<file path="src/rtl/cpu_pkg.sv">
// Shared CPU definitions: opcodes, NOP word, fetch FSM state type, PC width.
// The HALT state exists only when IF_ALIGN_TRAP_EN is defined.
package cpu_pkg;

    localparam int PC_W = 32;

    localparam logic [6:0] OP_LW  = 7'b0001101;
    localparam logic [6:0] OP_SW  = 7'b0001110;
    localparam logic [6:0] OP_BEQ = 7'b0001111;
    localparam logic [6:0] OP_BNE = 7'b0010000;
    localparam logic [6:0] OP_BGE = 7'b0010001;
    localparam logic [6:0] OP_BLT = 7'b0010010;

    localparam logic [31:0] NOP_WORD = 32'h0000_0000;

`ifdef IF_ALIGN_TRAP_EN
    typedef enum logic [1:0] {
        FETCH = 2'd0,
        ISSUE = 2'd1,
        HALT  = 2'd2
    } fetch_state_t;
`else
    typedef enum logic [1:0] {
        FETCH = 2'd0,
        ISSUE = 2'd1
    } fetch_state_t;
`endif

endpackage

</file>
<file path="src/rtl/instr_fetch.sv">
// Instruction fetch: requests one word, holds it for the control unit, then
// advances sequentially or to a branch target. Option macro: IF_ALIGN_TRAP_EN.
module instr_fetch
    import cpu_pkg::*;
#(
    parameter logic [PC_W-1:0] RESET_PC = 32'h0000_0000
) (
    input  logic            clk,
    input  logic            rst_n,
    output logic            imem_req,
    output logic [PC_W-1:0] imem_addr,
    input  logic            imem_ready,
    input  logic [31:0]     imem_rdata,
    output logic [31:0]     word,
    output logic            word_valid,
    output logic [PC_W-1:0] pc_out,
`ifdef IF_ALIGN_TRAP_EN
    output logic            trap,
`endif
    input  logic            stall,
    input  logic            pc_sel,
    input  logic [PC_W-1:0] branch_target
);

    fetch_state_t    state;
    fetch_state_t    state_d;
    logic [PC_W-1:0] pc;
    logic [PC_W-1:0] pc_d;
    logic            capture;
    logic            req_en;
`ifdef IF_ALIGN_TRAP_EN
    logic            trap_set;
`endif

    // Requests start on the first edge after reset so none is seen in reset.
    always_ff @(posedge clk or negedge rst_n) begin
        if (!rst_n) req_en <= 1'b0;
        else        req_en <= 1'b1;
    end

    // State register.
    always_ff @(posedge clk or negedge rst_n) begin
        if (!rst_n) state <= FETCH;
        else        state <= state_d;
    end

    // Next state, PC update and capture strobe.
    always_comb begin
        state_d = state;
        pc_d    = pc;
        capture = 1'b0;
`ifdef IF_ALIGN_TRAP_EN
        trap_set = 1'b0;
`endif
        unique case (state)
            FETCH: begin
                if (imem_req && imem_ready) begin
                    capture = 1'b1;
                    pc_d    = pc + PC_W'(4);
                    state_d = ISSUE;
                end
            end
            ISSUE: begin
                if (!stall) begin
                    state_d = FETCH;
                    if (pc_sel) begin
`ifdef IF_ALIGN_TRAP_EN
                        if (branch_target[1:0] != 2'b00) begin
                            trap_set = 1'b1;
                            state_d  = HALT;
                        end else begin
                            pc_d = branch_target;
                        end
`else
                        pc_d = branch_target & ~PC_W'(3);
`endif
                    end
                end
            end
`ifdef IF_ALIGN_TRAP_EN
            HALT: begin
                state_d = HALT;
            end
`endif
            default: state_d = FETCH;
        endcase
    end

    // PC and held instruction registers.
    always_ff @(posedge clk or negedge rst_n) begin
        if (!rst_n) begin
            pc     <= RESET_PC;
            pc_out <= '0;
            word   <= NOP_WORD;
        end else begin
            pc <= pc_d;
            if (capture) begin
                pc_out <= pc;
                word   <= imem_rdata;
            end
        end
    end

`ifdef IF_ALIGN_TRAP_EN
    // Sticky misaligned-target trap, cleared only by reset.
    always_ff @(posedge clk or negedge rst_n) begin
        if (!rst_n)        trap <= 1'b0;
        else if (trap_set) trap <= 1'b1;
    end
`endif

    // Outputs decoded from state.
    always_comb begin
        imem_req   = req_en && (state == FETCH);
        imem_addr  = pc;
        word_valid = (state == ISSUE);
    end

endmodule

</file>
<file path="config.mk">
export PLATFORM = sky130hd
export DESIGN_NAME = instr_fetch
export DESIGN_NICKNAME = d
export VERILOG_FILES = /design/src/rtl/cpu_pkg.sv /design/src/rtl/instr_fetch.sv
export SDC_FILE = /design/constraint.sdc
export NUM_CORES = 1
export LEC_CHECK = 0
export ABC_AREA = 0
export CAP_MARGIN = 20
export CORE_ASPECT_RATIO = 1.25
export CORE_UTILIZATION = 40
export DETAILED_ROUTE_END_ITERATION = 8
export PLACE_DENSITY = 0.77
export SLEW_MARGIN = 10
export SYNTH_ARGS = -nofsm -noshare
export SYNTH_HDL_FRONTEND = slang
export SYNTH_SLANG_ARGS = --single-unit
</file>
<file path="constraint.sdc">
create_clock -name clk -period 1.82 [get_ports clk]
set_clock_uncertainty 0.1 [all_clocks]
set_input_delay 0.364 -clock clk [delete_from_list [all_inputs] [get_ports clk]]
set_output_delay 0.364 -clock clk [all_outputs]
set_load 0.05 [all_outputs]
</file>
=== After elaboration in Yosys (flattened, before gate mapping) ===
Cells that the tools add are included.

* Flip-flop bits (word level): 99
* Logic and storage cells: 25
* Bits in read-only memories: 0
* Memories kept: 0
* Bits in latches: 0
* Memory bits (writable): 0

* $mul: 0
* Eq/ne operators: 4
* Reduce and logical (&&, ||, !) cells: 6
* Shift-type cells: 0
* Bitwise operators: 0
* Magnitude comparators: 0
* $add $sub $neg: 1
* Div/mod/pow operators: 0
* Multiplexer cells: 9

{| class="wikitable"
|+ Operators with widths
! kind !! number
|-
| 32-bit two-way mux || 3
|-
| 32-bit one-hot mux with 2 select lines || 1
|-
| 32-bit by 3-bit adder with 32-bit output (second input constant) || 1
|-
| 2-bit two-way mux || 2
|-
| 2-bit inequality test (second input constant) || 2
|-
| 2-bit one-hot mux with 2 select lines || 1
|-
| 4-bit AND reduction || 1
|-
| 2-bit by 1-bit equality test with 1-bit output (second input constant) || 1
|-
| 1-bit logical AND || 2
|-
| 2-bit logical NOT || 1
|-
| 1-bit two-way mux || 2
|-
| 2-bit by 1-bit inequality test with 1-bit output (second input constant) || 1
|-
| 2-bit AND reduction || 1
|-
| 2-bit nonzero test || 1
|}

=== Longest topological paths before layout ===
Gate-level depths: netlist of run 1.

* Depth in word-level cells: 5
* Mapped depth: 7
* Gate-level depth less buffers: 6

=== Least setup slack after synthesis of run 1 ===
OpenSTA, ideal clock, no wires.

* Path type: reg-to-reg
* Start point: register pc[7], in the netlist imem_addr[7]
* End point: register pc[25], in the netlist imem_addr[25]
* Setup time: 87 ps
* Cell stages (with the launch flop): 7
* Slack: -422 ps
* Data arrival time: 2055 ps
* Cell sequence: dfrtp_1 > buf_6 > nand3_2 > or4_4 > nor3_4 > a31oi_1 > a211oi_2

* Longest elaborated chain between the ends: 3

{| class="wikitable"
|+ Ends and longest elaborated chain
! element !! line !! RTL
|-
| start, declared || instr_fetch.sv:27 || <nowiki>logic [PC_W-1:0] pc;</nowiki>
|-
| start signal, assigned || instr_fetch.sv:96 || <nowiki>pc <= pc_d;</nowiki>
|-
| 32-bit by 3-bit adder with 32-bit output || instr_fetch.sv:59 || <nowiki>pc_d = pc + PC_W'(4);</nowiki>
|-
| 32-bit two-way mux || instr_fetch.sv:57 || <nowiki>if (imem_req && imem_ready) begin</nowiki>
|-
| 32-bit one-hot mux with 2 select lines || instr_fetch.sv:55 || <nowiki>unique case (state)</nowiki>
|}

No other way between the ends. The select of a mux whose other input is x is not followed.
A chain may end at the register's enable or synchronous reset.

=== Worst setup path in the final report of run 1 ===
* Start point: register pc[11], in the netlist imem_addr[11]
* End point: register pc[15], in the netlist imem_addr[15]

Same word-level chain as after synthesis.

==> results of run 1 <==
[worst reg2reg max path, stage by stage (launching register included)]
cell and delay (ns):
dfrtp_2 0.38, buf_6 0.11, nand4_1 0.26, nor4_1 0.47
a211oi_1 0.14, nor3_1 0.20
[repair_timing]
| item | in CTS | in global routing |
|---|---|---|
| setup endpoints to repair | 2 | 13 |
| hold endpoints to repair | 11 | 0 |
| hold buffers | 1 | 0 |
| setup buffers | 0 | 7 |
| pin swaps | 0 | 6 |
| resized for setup | 1 | 17 |
[cells by family (layout without fill, tap and decap cells)]
logic type               Yosys count  after routing  synth area share, %
other                              2              5                0.170
AO/OA/AOI/OAI                     86             86                 12.4
adder cells (fa/ha/maj)            1              1                0.284
AND/OR/NAND/NOR                  283            283                 27.9
buffers and inverters             39            249                 4.43
flip-flops                        94             94                 53.4
multiplexers                       6              6                 1.39
[per-layer routing]
layer	part of all wire [%]	up-vias	track usage, %
met5	0	-	0
met4	3.1	0	11.4
met3	5.2	35	4.02
met2	52	186	42.5
met1	39	2215	30.0
li1	-	2140	-
[cell usage after synthesis, types with 6 or more instances]
cell | instances | area (µm²)
a21o_1 | 6 | 45.0
a21oi_1 | 19 | 95.1
a22oi_1 | 6 | 45.0
and3_1 | 6 | 37.5
clkbuf_1 | 22 | 82.6
dfrtp_1 | 94 | 2350
nand2_1 | 192 | 721
nand3_1 | 13 | 65.1
nand4_1 | 11 | 68.8
nor2_1 | 25 | 93.8
nor3_1 | 12 | 60.1
o21ai_0 | 25 | 125
o22ai_1 | 8 | 50.1
[through the flow]
step                area, µm²  util [%]  hold WS (ns)  std cells
finish                   7030      65.9         0.333        856
CTS                      6920      64.9         0.323        849
global placement         6610      62.0         0.134        833
floorplan                4490         -       -0.0316        514
global route             7030      65.9         0.354        856
detailed placement       6610      62.0         0.139        833
[flip-flops by register name (all words and copies together) (netlist names)]
signal and flops:
word 32, state 1, req_en 1, pc_out 30
imem_addr 30
[power breakdown]
group / switching (mW) / total [mW] / internal (mW)
clock: 0.786 / 1.88 / 1.09
sequential: 0.374 / 3.00 / 2.63
combinational: 3.13 / 4.93 / 1.80
[worst max path at each step]
stage	startpoint	end	slack, ns	depth (start not counted)
2_1_floorplan	imem_addr[10]	imem_addr[25]	-0.23	6
3_3_place_gp	imem_ready	imem_addr[5]	-0.09	6
3_5_place_dp	imem_ready	imem_addr[19]	-0.11	6
4_1_cts	imem_addr[2]	imem_addr[28]	0.02	6
5_1_grt	imem_addr[11]	imem_addr[15]	-0.03	5
6_report	imem_addr[11]	imem_addr[15]	0.07	5
[area by class of cell]
cell class,count,area share (%)
Clock buffer,11,3.45
Clock inverter,4,0.694
Inverter,5,0.267
Multi-Input combinational cell,381,27.8
Sequential cell,94,33.8
Tap cell,132,2.35
Timing Repair Buffer,229,31.6
==> results.json, run 1 <==
{
  "register_area_mm2": 0.00238,
  "layout_common_cells": "nand2_1 (192), buf_4 (133), dfrtp_1 (74), clkdlybuf4s50_1 (65), buf_12 (26)",
  "drtIter0Drc": 236,
  "post-route-period-util_pct": 96.2,
  "clkTransAtPathRegs_ns": 0.07,
  "htreeDepth": 3,
  "row_count": 42,
  "cp_top_family": "simple AND/OR/NAND/NOR gates",
  "p_per_area_mw_per_mm2": 1400,
  "dpl.hpwl_mm": 10.0,
  "post-place-ws_ns": -0.111,
  "setup.reg_to_reg.worst_slack_ns": 0.07,
  "route.detailed.drc": 0,
  "cp.required_ns": 1.97,
  "globalplace.congestion": 0.842,
  "avgSynthCellArea_um2": 8.62,
  "crit_path_max_fanout": 5,
  "end_kind": "register",
  "cts_buffers": 9,
  "cap_viol_max_count": 0,
  "grt_usage_pct": 24.8,
  "die_area_mm2": 0.0114,
  "r2r_end": "imem_addr[15]",
  "die_w_um": 95.9,
  "status": "finished, final reports clean",
  "worstHoldPathType": "input port to async pin",
  "setup_viol": 0,
  "mappedNetlistArea_mm2": 0.00441,
  "antenna_found_initial": 0,
  "synth-warning-count": 0,
  "initial_core_util_pct": 41.3,
  "avgRoutedWirePerCell_um": 15.9,
  "port_buffers": 160,
  "critPathArrivalTime_ns": 1.90,
  "r2r-start": "imem_addr[11]",
  "drive_gt1_share_pct": 30.9,
  "final_max_slew_viol_count": 0,
  "insertion_delay_ns": 0.34,
  "core_mm2": 0.0107,
  "synthArstFlopShare_pct": 100,
  "synth_top_flop_cell": "dfrtp_1",
  "ctsRootBufferMaster": "clkbuf_16",
  "final_common_cell": "nand2_1",
  "cts_tree": "built",
  "fillers": 840,
  "via_per_inst": 5.35,
  "io_pins": 167,
  "grt_pass1_wl_mm": 21.9,
  "ir_worst_vdd_mv": 0.919,
  "firstDrtPassIters": 5,
  "fmax_ghz": 0.571,
  "drt-total-wl_mm": 13.6,
  "hold_viol": 0,
  "synth_edf_count": 0,
  "clock-sinks": 94,
  "synth_cell_types": 49,
  "grt_pass1_vias": 4525,
  "syn_inst": 511,
  "timing.critical_path.buf_inv": 1,
  "crit_chain": "buf_6, nand4_1, nor4_1, a211oi_1, nor3_1",
  "antenna_left": 0,
  "rsz0062_at_grt": "true",
  "clockBufferDepth": 2,
  "critPathKind": "register to register",
  "p_total_mw": 9.81,
  "overflow": 0,
  "slowest_stage": "nor4_1",
  "setup_slack_ns": 0.0700,
  "p_leak_nw": 3.43,
  "nets": 790,
  "die_y_um": 119,
  "ys_ff_latch": 94,
  "yosysSeqAreaShare_pct": 53.4,
  "final.setup.tns_ns": 0,
  "multi_input_area_mm2": 0.00195,
  "rr_worst_depth": 5,
  "period_needed_ns": 1.75,
  "grt_max_degree": 41,
  "diodes": 0,
  "vias": 4576,
  "cp-start-kind": "register",
  "slowest_delay_ns": 0.47,
  "syn_to_final_growth_pct": 59.6
}
(Power assumes the default switching activity.)
==> inputs of run 2 (changes only) <==
Settings changed: ABC_AREA 0 to 1, CORE_UTILIZATION 40 to 41.
==> run 2 against run 1 <==
  * Final cell count is 1.9% higher
  * Largest power group unchanged
  * Critical endpoint is now imem_addr[20]
  * Critical path depth is 5 higher
  * Register-to-register slack better by 0.05 ns
  * Sequential cell count stayed put
  * Die area is 1.9% higher
  * Non-clock buffer count is 40 lower
  * Sequential power is 16% higher
  * Final area is 1.0% lower
==> results.json, run 2 <==
{
  "globalplace.congestion": 0.937,
  "vias": 4338,
  "syn_inst": 557,
  "die_area_mm2": 0.0117,
  "firstDrtPassIters": 6,
  "clkTransAtPathRegs_ns": 0.07,
  "cp-start-kind": "register",
  "synthArstFlopShare_pct": 100,
  "drt-total-wl_mm": 12.6,
  "nets": 805,
  "yosysTopAreaCell": "dfrtp_1",
  "synth_cell_types": 26,
  "stdcell_area_mm2": 0.00696,
  "grt_usage_pct": 22.0,
  "status": "finished, final reports clean",
  "via_per_inst": 4.97,
  "setup_viol": 0,
  "fmax_ghz": 0.588,
  "grt_pass1_vias": 4312,
  "r2r_end": "imem_addr[20]",
  "p_per_area_mw_per_mm2": 1700,
  "crit_path_max_fanout": 5,
  "cts_tree": "built",
  "clock-sinks": 94,
  "top_register": "word",
  "dpl.hpwl_mm": 9.61,
  "syn_to_final_growth_pct": 51.2,
  "die_y_um": 120,
  "cts_buffers": 9,
  "grt_max_degree": 54,
  "setup.reg_to_reg.worst_slack_ns": 0.12,
  "ir_worst_vdd_mv": 0.784,
  "rsz0062_at_grt": "true",
  "post-route-period-util_pct": 93.5,
  "grt_pass1_wl_mm": 20.6,
  "io_pins": 167,
  "route.detailed.drc": 0,
  "period_needed_ns": 1.70,
  "end_kind": "register",
  "avgSynthCellArea_um2": 8.27,
  "diodes": 0,
  "row_count": 42,
  "hold_viol": 0,
  "initial_core_util_pct": 42.7,
  "p_total_mw": 11.8,
  "ys_top_cells_by_count": "nand2_1 (168), dfrtp_1 (94), nor2_1 (68)",
  "r2r-start": "imem_addr[2]",
  "avgRoutedWirePerCell_um": 14.5,
  "synth_edf_count": 0,
  "critPathKind": "register to register",
  "overflow": 0,
  "largest_reg_flops": 32,
  "synth_most_common_cell": "nand2_1",
  "core_mm2": 0.0108,
  "layout_common_cells": "nand2_1 (166), buf_4 (94), dfrtp_1 (84), clkdlybuf4s50_1 (65), nor2_1 (63)",
  "rr_worst_depth": 10,
  "drive_gt1_share_pct": 27.4,
  "synth_top_flop_cell": "dfrtp_1",
  "yosysSeqAreaShare_pct": 51.1,
  "setup_slack_ns": 0.118,
  "critPathArrivalTime_ns": 1.83,
  "htreeDepth": 3,
  "antenna_found_initial": 0,
  "cap_viol_max_count": 0,
  "synth.top_cell.area_share_pct": 51.1,
  "die_w_um": 96.8,
  "ys_ff_latch": 94,
  "utilization_pct": 64.6,
  "placed_area_mm2": 0.00661,
  "clockBufferDepth": 2,
  "mappedNetlistArea_mm2": 0.00460,
  "ys_top_cells_by_area": "dfrtp_1 (51%), nand2_1 (14%), mux2_2 (9.0%), nor2_1 (5.5%), o21ai_0 (4.9%)",
  "drtIter0Drc": 266,
  "post-place-ws_ns": 0.0157,
  "cp.required_ns": 1.95,
  "p_leak_nw": 3.28,
  "port_buffers": 160,
  "insertion_delay_ns": 0.34,
  "final_max_slew_viol_count": 0,
  "worstHoldPathType": "input port to async pin",
  "final_common_cell": "nand2_1",
  "ctsRootBufferMaster": "clkbuf_16",
  "final.setup.tns_ns": 0,
  "synth-warning-count": 0,
  "antenna_left": 0
}
-- run 2: where the power goes --
part / switching, mW / internal, mW / total, mW
combinational: 4.09 / 2.32 / 6.42
sequential: 0.694 / 2.80 / 3.49
clock: 0.791 / 1.10 / 1.89
-- run 2: metrics by stage --
| step | hold slack, ns | cells |
|---|---|---|
| floorplan | -0.0316 | 560 |
| CTS | 0.336 | 871 |
| detailed placement | 0.168 | 854 |
| global route | 0.355 | 872 |
| global placement | 0.165 | 854 |
| finish | 0.350 | 872 |
-- run 2: worst max-delay path: stages, from the launching register on --
cell,delay (ns)
dfrtp_2,0.40
ha_1,0.17
nand2_1,0.11
nor2_4,0.19
nand2_2,0.15
nor2_4,0.17
nand3_1,0.08
nand2_1,0.08
nand2_1,0.05
nand2_1,0.06
nand2_1,0.04
-- run 2: cells by family after synthesis --
logic type               count (synthesis)  synth area share (%)
multiplexers                            37                  9.05
AND/OR/NAND/NOR                        279                  24.2
other                                    2                 0.163
flip-flops                              94                  51.1
buffers and inverters                   71                  6.58
AO/OA/AOI/OAI                           73                  8.64
adder cells (fa/ha/maj)                  1                 0.272
-- run 2: repair_timing --
item	4_1_cts	5_1_grt
hold buffers	1	0
buffers inserted	0	1
endpoints found under the hold margin	17	0
setup endpoints to repair	0	14
resized for setup	0	12
-- run 2: how the worst max path moves through the flow --
stage,end,cells after the start,slack [ns],startpoint
floorplan,imem_addr[20],9,-0.003,imem_addr[4]
global placement,imem_addr[16],9,0.01,imem_ready
detailed placement,word[27],4,0.02,imem_ready
CTS,imem_addr[20],10,0.02,imem_addr[2]
global route,imem_addr[24],10,-0.04,imem_addr[2]
finish,imem_addr[20],10,0.12,imem_addr[2]
-- run 2: routing by layer --
layer  global-route usage [%]  up-vias  wire length [µm]
met5                        0        -                 0
met4                     7.74        0               222
met3                     4.39       20               707
met2                     38.2      173              6380
met1                     27.1     2008              5300
li1                         -     2137                 -
-- run 2: cell type report --
class,count,area (µm²)
clock buffer,11,243
clock inverter,5,58.8
fill,889,3810
inverter,46,173
multi-input combinational,395,2010
sequential,94,2360
tap,132,165
timing repair buffer,189,1950
==> inputs of run 3 (changes only) <==
Settings changed: CORE_ASPECT_RATIO 1.25 to default, SETUP_SLACK_MARGIN from default to 0.5.
==> run 3 against run 2 <==
  * Sequential share of layout area fell by 6.1 points
  * Final cell count rose by 11%
  * Core utilization rose by 14 points
  * Fmax fell by 6.1%
  * Sequential power rose by 5%
  * Via count rose by 18%
  * Routed wire length rose by 38%
  * Critical endpoint is now imem_addr[12]
  * Final area rose by 23%
  * Global-route usage rose by 2.0 points
  * Largest cell class is now buffers
  * Critical path depth did not move
  * Worst hold slack got worse by 0.039 ns
==> results.json, run 3 (synthesis results as in run 2) <==
{
  "route.detailed.drc": 0,
  "drt-total-wl_mm": 17.4,
  "globalplace.congestion": 0.918,
  "ir_worst_vdd_mv": 1.42,
  "setup_viol": 0,
  "antenna_found_initial": 0,
  "p_total_mw": 13.9,
  "worst_hold_slack_ns": 0.311,
  "rsz0062_at_grt": "true",
  "critPathMostFrequentCell": "nand2_1",
  "layout.cells.non_filler": 971,
  "drtIter0Drc": 350,
  "layout_common_cells": "nand2_1 (124), buf_6 (96), buf_4 (78), clkdlybuf4s50_1 (65), dfrtp_1 (64)",
  "rr_worst_depth": 10,
  "firstDrtPassIters": 5,
  "syn_to_final_growth_pct": 86.2,
  "dpl.hpwl_mm": 9.82,
  "core_mm2": 0.0109,
  "placed_area_mm2": 0.00657,
  "crit_path_max_fanout": 8,
  "critPathArrivalTime_ns": 2.02,
  "p_per_area_mw_per_mm2": 1630,
  "die_y_um": 108,
  "avgRoutedWirePerCell_um": 18.0,
  "cap_viol_max_count": 0,
  "r2r_end": "imem_addr[12]",
  "grt_usage_pct": 23.9,
  "crit_end": "imem_addr[12]",
  "placedCellCount": 850,
  "port_buffers": 160,
  "htreeDepth": 3,
  "post-place-ws_ns": -0.0450,
  "antenna_left": 0,
  "status": "finished, final reports clean",
  "io_pins": 167,
  "final_common_cell": "nand2_1",
  "critPathKind": "register to register",
  "grt_max_degree": 53,
  "clock-sinks": 94,
  "p_leak_nw": 4.01,
  "setup.reg_to_reg.worst_slack_ns": 0.008,
  "period_needed_ns": 1.81,
  "vias": 5113,
  "r2r-start": "state[0]",
  "final_max_slew_viol_count": 0,
  "cts_tree": "built",
  "final.setup.tns_ns": 0,
  "end_kind": "register",
  "hold_viol": 0,
  "cp-startpoint": "state[0]",
  "post-route-period-util_pct": 99.6,
  "drive_gt1_share_pct": 48.4,
  "grt_pass1_vias": 4317,
  "stdcell_area_mm2": 0.00857,
  "diodes": 0,
  "utilization_pct": 78.7,
  "initial_core_util_pct": 42.3,
  "via_per_inst": 5.27,
  "cp.required_ns": 2.03,
  "die_area_mm2": 0.0117,
  "slowest_delay_ns": 0.57,
  "nets": 896,
  "setup_slack_ns": 0.00805,
  "row_count": 38,
  "crit_chain": "clkinv_8, nand3_4, nand2_2, o21ai_4, inv_4, buf_12, o21ai_0, nand2_1, nand2_1, inv_1",
  "clkTransAtPathRegs_ns": 0.11,
  "cp-start-kind": "register",
  "fmax_ghz": 0.552,
  "overflow": 0,
  "slowest_stage": "dfrtp_4",
  "grt_pass1_wl_mm": 21.4,
  "ctsRootBufferMaster": "clkbuf_8",
  "largest_reg_flops": 32,
  "clockBufferDepth": 2,
  "insertion_delay_ns": 0.38,
  "worstHoldPathType": "input port to async pin",
  "top_register": "word",
  "cts_buffers": 9,
  "die_w_um": 108
}
## run 3: how the worst min path moves through the flow
stage	startpoint	end	slack, ns	depth (start not counted)
floorplan	rst_n	imem_addr[10]	-0.03	0
global placement	rst_n	pc_out[3]	0.15	1
detailed placement	rst_n	pc_out[3]	0.15	1
CTS	rst_n	pc_out[2]	0.30	2
global route	rst_n	pc_out[3]	0.32	2
finish	rst_n	pc_out[2]	0.31	2
## run 3: worst max-delay path, delay by kind of cell, from the launching register on
family,cells,cell delay (ns)
AO/OA/AOI/OAI,2,0.21
flip-flops,1,0.57
AND/OR/NAND/NOR,4,0.43
buffers and inverters,4,0.42
## run 3: report_power, final
group          switching, mW  internal, mW  leakage, nW
Sequential             0.819          2.83         1.09
Combinational           4.96          3.60         2.80
Clock                  0.811         0.924        0.117
## run 3: routing by layer
metal	vias up	GRT usage, %	share of wire [%]	wire (µm)
met2	309	39.2	51	8890
met5	-	0	0	0
met3	40	3.44	7.9	1370
li1	2317	-	-	-
met1	2447	32.1	38	6710
met4	0	8.90	2.7	477
## run 3: repair_timing
action | CTS | global route
pin swaps | 5 | 18
buffers inserted | 46 | 44
hold endpoints to repair | 14 | 0
resized for setup | 95 | 121
hold buffers | 1 | 0
setup endpoints to repair | 187 | 187
gates cloned | 0 | 14
## run 3: layout make-up
class                      count  area (µm²)
timing repair buffer         279        3120
sequential                    94        2390
timing repair inverter         1        8.76
multi-input combinational    395        2450
clock inverter                 6         115
clock buffer                  10         128
fill                         620        2320
tap                          140         175
inverter                      46         188
